[config.mk]
export PLATFORM = sky130hd
export DESIGN_NAME = equiv_misr
export DESIGN_NICKNAME = d
export VERILOG_FILES = /design/src/rtl/equiv_chk_pkg.sv /design/src/rtl/equiv_misr.sv
export SDC_FILE = /design/constraint.sdc
export NUM_CORES = 1
export LEC_CHECK = 0
export CAP_MARGIN = 20
export CORE_ASPECT_RATIO = 0.6
export CORE_MARGIN = 4
export CORE_UTILIZATION = 40
export DETAILED_ROUTE_END_ITERATION = 10
export PLACE_DENSITY = 0.78
export SLEW_MARGIN = 20
export SYNTH_ARGS = -nofsm -noshare
export SYNTH_HDL_FRONTEND = slang
export SYNTH_SLANG_ARGS = --single-unit
[constraint.sdc]
create_clock -name clk -period 1.9 [get_ports clk]
set_clock_uncertainty 0.05 [all_clocks]
set_input_delay 0.19 -clock clk [delete_from_list [all_inputs] [get_ports clk]]
set_output_delay 0.19 -clock clk [all_outputs]
set_load 0.02 [all_outputs]
[src/rtl/equiv_chk_pkg.sv]
// Shared types, constants and the MISR step function for the output
// equivalence checker (golden vs synthesized instance comparison).
package equiv_chk_pkg;

  // Default width of the compared output vector (the fuzz top's y).
  localparam int Y_W_DEFAULT = 82;

  // MISR feedback polynomial and seed value.
  localparam logic [31:0] MISR_POLY = 32'h04C11DB7;
  localparam logic [31:0] MISR_SEED = 32'hFFFFFFFF;

  // Checker run states.
  typedef enum logic [1:0] {
    ST_IDLE    = 2'd0,
    ST_WARMUP  = 2'd1,
    ST_COMPARE = 2'd2,
    ST_DONE    = 2'd3
  } chk_state_e;

  // One MISR step: shift left, apply feedback when the MSB falls out,
  // then absorb the folded data word.
  function automatic logic [31:0] misr_step(input logic [31:0] sig,
                                            input logic [31:0] fold);
    logic [31:0] fb;
    fb = sig[31] ? MISR_POLY : 32'h0000_0000;
    return {sig[30:0], 1'b0} ^ fb ^ fold;
  endfunction

endpackage

[src/rtl/equiv_misr.sv]
// 32-bit MISR over a Y_W-bit data word. The word is cut into 32-bit
// slices (top slice zero-padded) that are XOR-folded into one word per step.
module equiv_misr
  import equiv_chk_pkg::*;
#(
  parameter int Y_W = Y_W_DEFAULT
) (
  input  logic           clk,
  input  logic           rst,
  input  logic           load,
  input  logic           en,
  input  logic [Y_W-1:0] data,
  output logic [31:0]    sig
);

  localparam int NSLICE = (Y_W + 31) / 32;

  logic [NSLICE*32-1:0] w_pad;
  logic [31:0]          w_fold;
  logic [31:0]          r_sig;

  // Zero-pad the data word and XOR-fold its 32-bit slices
  always_comb begin
    w_pad          = {(NSLICE*32){1'b0}};
    w_pad[Y_W-1:0] = data;
    w_fold         = 32'h0000_0000;
    for (int i = 0; i < NSLICE; i++) begin
      w_fold = w_fold ^ w_pad[i*32 +: 32];
    end
  end

  // Signature register: seed on reset or load, step on enable, else hold
  always_ff @(posedge clk or posedge rst) begin
    if (rst) begin
      r_sig <= MISR_SEED;
    end else if (load) begin
      r_sig <= MISR_SEED;
    end else if (en) begin
      r_sig <= misr_step(r_sig, w_fold);
    end else begin
      r_sig <= r_sig;
    end
  end

  assign sig = r_sig;

endmodule

Word-level counts from Yosys, hierarchy flattened
Index checks and enable logic that the tools add are counted.
{ "classes": {"n_mux": 3, "bitwise_logic": 4, "reduce_logical": 1} }
{ "op_table": {"columns": ["cell", "n"], "rows": [
  ["two-way mux 32 bit", 2],
  ["bitwise XOR 32 bit", 2],
  ["bitwise XOR 32 x 18 -> 32 bit", 1],
  ["bitwise XOR 32 x 27 -> 32 bit", 1],
  ["two-way mux 27 bit", 1],
  ["nonzero test 2 bit", 1]
]} }
{ "word_totals": {"reg_bits": 32, "inputBits": 86, "word_cells": 9} }

Depth between registers and ports, before layout
{ "depth": {"word_depth": 5, "mapped_depth": 5, "mapped_depth_nobuf": 3} }

Worst setup path before layout
No wires, ideal clock.
{ "synth_timing": {"path_type": "register to register", "start": "reg r_sig[31], in the netlist sig[31]", "end": "reg r_sig[10], in the netlist sig[10]", "setup_time_ps": 72, "arrival_ps": 1465, "required_time_ps": 1778, "path_slack_ps": 313, "path_stages_with_launch": 6, "n_path_buf": 2, "synth_period_minus_slack_ps": 1587, "path_cell_list": "dfstp_2 buf_6 buf_12 xnor3_1 xnor2_1 o21ai_1"} }
{ "synth_between": {"elab_chain_cells": 5} }
{ "synth_rtl": {"columns": ["element", "line_no", "rtl"], "rows": [
  ["start: declaration", "equiv_misr.sv:20", "logic [31:0] r_sig;"],
  ["start signal: assignment", "equiv_misr.sv:39", "r_sig <= misr_step(r_sig, w_fold);"],
  ["start signal: assignment", "equiv_misr.sv:41", "r_sig <= r_sig;"],
  ["two-way mux 27 bit", "equiv_chk_pkg.sv:25", "fb = sig[31] ? MISR_POLY : 32'h0000_0000;"],
  ["bitwise XOR 32 x 27 -> 32 bit", "equiv_chk_pkg.sv:26", "return {sig[30:0], 1'b0} ^ fb ^ fold;"],
  ["bitwise XOR 32 bit", "equiv_chk_pkg.sv:26", null],
  ["two-way mux 32 bit", "equiv_misr.sv:38", "end else if (en) begin"],
  ["two-way mux 32 bit", "equiv_misr.sv:36", "end else if (load) begin"]
]} }
Every way passes these cells. The select of a mux whose other input is x is not followed.
A chain may end at the register's enable or synchronous reset.

Worst setup path in the final report
{ "layout_timing": {"start": "reg r_sig[21], in the netlist sig[21]", "end": "out sig[21]"} }
{ "layout_rtl": {"columns": ["element", "line_no", "rtl"], "rows": [
  ["end: declaration", "equiv_misr.sv:13", "output logic [31:0] sig"]
]} }
No word-level cell between the ends.

==> impl_metrics.csv <==
group,metric,value,unit
run_status,status,"completed",
job,max_cap_violations,0,
worst_setup_path,arrival,1.47,ns
die,core-area,5260,µm²
synth,netlist_area,2250,µm²
global_route,grt_pass1_vias,1779,
synth,synth_flop_cell,"dfstp_2",
sta,setup_slack,0.188,ns
synth,syn_area_per_cell,11.5,µm²
global_route,grt_use_total,16.2,%
synth,synth_common_cells,"62 x xnor2_1, 32 x dfstp_2, 22 x a211o_1, 22 x nor2b_1, 11 x xor2_1",
die,row_count,20,
placement,io_buffers,117,
synth,ys.warnings.count,0,
cts,cts_hold_buf,0,
global_route,antenna_found_initial,0,
cells_and_area,fill_cells,432,
synth,synth_edf_count,0,
worst_setup_path,cp_cell_sequence,"clkdlybuf4s50_1",
placement,gp_congestion,0.696,
routing,wl_per_cell,14.6,µm
die,initial_core_util,42.8,%
worst_setup_path,slowest_stage,"clkdlybuf4s50_1",
worst_setup_path,crit_family,"buffers and inverters",
cells_and_area,largest_register_ffs,32,
routing,drtAntennaViolNets,0,
cts,root_buffer,"clkbuf_8",
power_and_ir_drop,p_leak,1.41,nW
global_route,grt_remaining_overflow,0,
synth,async_reset_ff_share,100,%
cts,cts_resized,1,
worst_setup_path,required,1.66,ns
cts,cts_tree,"built",
worst_setup_path,r2r-start,"sig[31]",
die,die_h,66.1,µm
placement,dp_hpwl,4240,µm
sta,layout_min_cycle_time,1.71,ns
hold_path,whs_path_depth,2,
sta,tightest_slew,0.533,ns
synth,netlist_instances,195,
cells_and_area,syn2layout_area_growth,58.1,%
cts,post_cts_buffers,0,
routing,dr_total_vias,1775,
routing,routed_wl,5530,µm
synth,ys_types,16,
sta,slew-limit-headroom,64.4,%
worst_setup_path,ff2ff_setup_slack,0.29,ns
routing,route.detailed.drc,0,
synth,synth-seq-cells,32,
sta,post-route-period-util,90.1,%
cells_and_area,antenna_cells,0,
worst_setup_path,reg2reg_to,"sig[7]",
routing,first_iter_violations,45,
cts,clock_path_buffers,2,
cts,htree_levels,2,
worst_setup_path,endpoint_kind,"output port",
synth,yosys.area.top_type_share,37.4,%
worst_setup_path,critPathLaunch,"sig[21]",
die,io-pin-count,118,
worst_setup_path,cp.depth,1,
worst_setup_path,crit_fanout,3,
worst_setup_path,worst_r2r_path_depth,3,
cells_and_area,nets,398,
worst_setup_path,start_kind,"register",
placement,pre_cts_slack,0.276,ns
power_and_ir_drop,pwr-share-clk,22.0,%
power_and_ir_drop,switching_share,28.8,%
cts,clock_latency,0.27,ns
global_route,grt_pass1_wl,8740,µm
worst_setup_path,cp_num_buf_inv,1,
die,dieWidth,105,µm
worst_setup_path,crit_path_end,"sig[21]",
sta,rsz0062_at_grt,"false",
cts,clkTransAtPathRegs,0.07,ns
synth,synth_nets,281,
synth,netlist_top_cells_area,"dfstp_2 37%, xnor2_1 24%, xnor3_1 10%",
synth,yosys.area.top_type,"dfstp_2",
routing,detail_route.first_pass.iterations,4,
cells_and_area,drive_above_1_share,14.4,%
sta,setup_violations,0,
power_and_ir_drop,seq_power_share,36.7,%
worst_setup_path,crit_type,"register to output port",
synth,ys_seq_area_share,37.4,%
cts,cts.sinks,32,
power_and_ir_drop,p_switching,702,µW
cts,cts_buffers,5,
sta,hold_viol,0,
global_route,grt_start_max_net_pins,33,
hold_path,min_path_type,"register to register",
die,die_area,6930,µm²
power_and_ir_drop,power.density,686,nW/µm²
sta,slew_violations,0,
power_and_ir_drop,max-vdd-ir-drop,0.369,mV
power_and_ir_drop,intPower,1.74,mW
sta,fmax,584,MHz
routing,avgViaCountPerCell,4.68,
worst_setup_path,cp_slowest_stage_delay,0.63,ns
synth,synth_most_common_cell,"xnor2_1",
sta,tns,0,ns
power_and_ir_drop,power_frac_comb,41.3,%
==> routing by layer <==
layer	global-route usage (%)	vias to the layer above	share of wire, %
met1	20.8	806	48
met2	24.6	82	40
met5	0	-	0
met3	8.29	2	11
li1	-	885	-
met4	2.95	0	0.45
==> logic make-up after synthesis <==
group	share of synthesized area, %
and+or+nand+nor	6.12
AOI/OAI and AO/OA	13.0
DFF	37.4
xor gates and xnor gates	39.9
buffers and inverters	3.62
==> through the flow <==
stage / util, % / power (mW) / cells / cell area (µm²) / hold slack, ns
floorplan: - / 1.51 / 195 / 2250 / 0.242
global placement: 66.0 / 1.91 / 371 / 3470 / 0.498
detailed placement: 66.0 / 1.92 / 371 / 3470 / 0.509
CTS: 67.7 / 2.47 / 379 / 3560 / 0.515
global route: 67.7 / 2.57 / 379 / 3560 / 0.546
finish: 67.7 / 2.44 / 379 / 3560 / 0.512
==> power by group through the flow <==
stage / combinational (mW) / sequential [mW] / clock, mW
after floorplan: 0.527 / 0.985 / 0
after CTS: 1.02 / 0.898 / 0.551
after global routing: 1.08 / 0.912 / 0.579
after detailed placement: 1.01 / 0.906 / 0
after global placement: 1.00 / 0.906 / 0
final: 1.01 / 0.896 / 0.537
==> cell usage in the layout (no fill, tap or decap) <==
| cell type | netlist | final |
|---|---|---|
| o21ai_0 | 8 | 8 |
| xor2_1 | 11 | 11 |
| inv_1 | 2 | 2 |
| xnor3_1 | 10 | 10 |
| clkbuf_1 | 5 | 2 |
| xnor2_1 | 62 | 62 |
| o21ai_1 | 2 | 2 |
| dfstp_2 | 32 | 32 |
| a21oi_1 | 10 | 10 |
| buf_4 | 0 | 5 |
| xnor2_2 | 2 | 2 |
| nor2b_1 | 22 | 22 |
| a211o_1 | 22 | 22 |
| clkbuf_8 | 0 | 6 |
| dlygate4sd2_1 | 0 | 1 |
| clkdlybuf4s50_1 | 0 | 116 |
==> cell type report <==
| class | instances | area (µm²) | area share [%] |
|---|---|---|---|
| multi-input combinational | 149 | 1330 | 37.3 |
| tap | 66 | 82.6 | 2.32 |
| sequential | 32 | 841 | 23.6 |
| timing repair buffer | 122 | 1210 | 34.0 |
| clock buffer | 8 | 90.1 | 2.53 |
| inverter | 2 | 7.51 | 0.211 |
==> worst min path at each step <==
stage | slack, ns | to | startpoint
after floorplan | 0.24 | sig[6] | load
after global placement | 0.50 | sig[11] | sig[11]
after detailed placement | 0.51 | sig[10] | sig[10]
after CTS | 0.51 | sig[11] | sig[11]
after global routing | 0.55 | sig[10] | sig[10]
final | 0.51 | sig[11] | sig[11]
No activity file was read; power rests on OpenSTA's default activity.
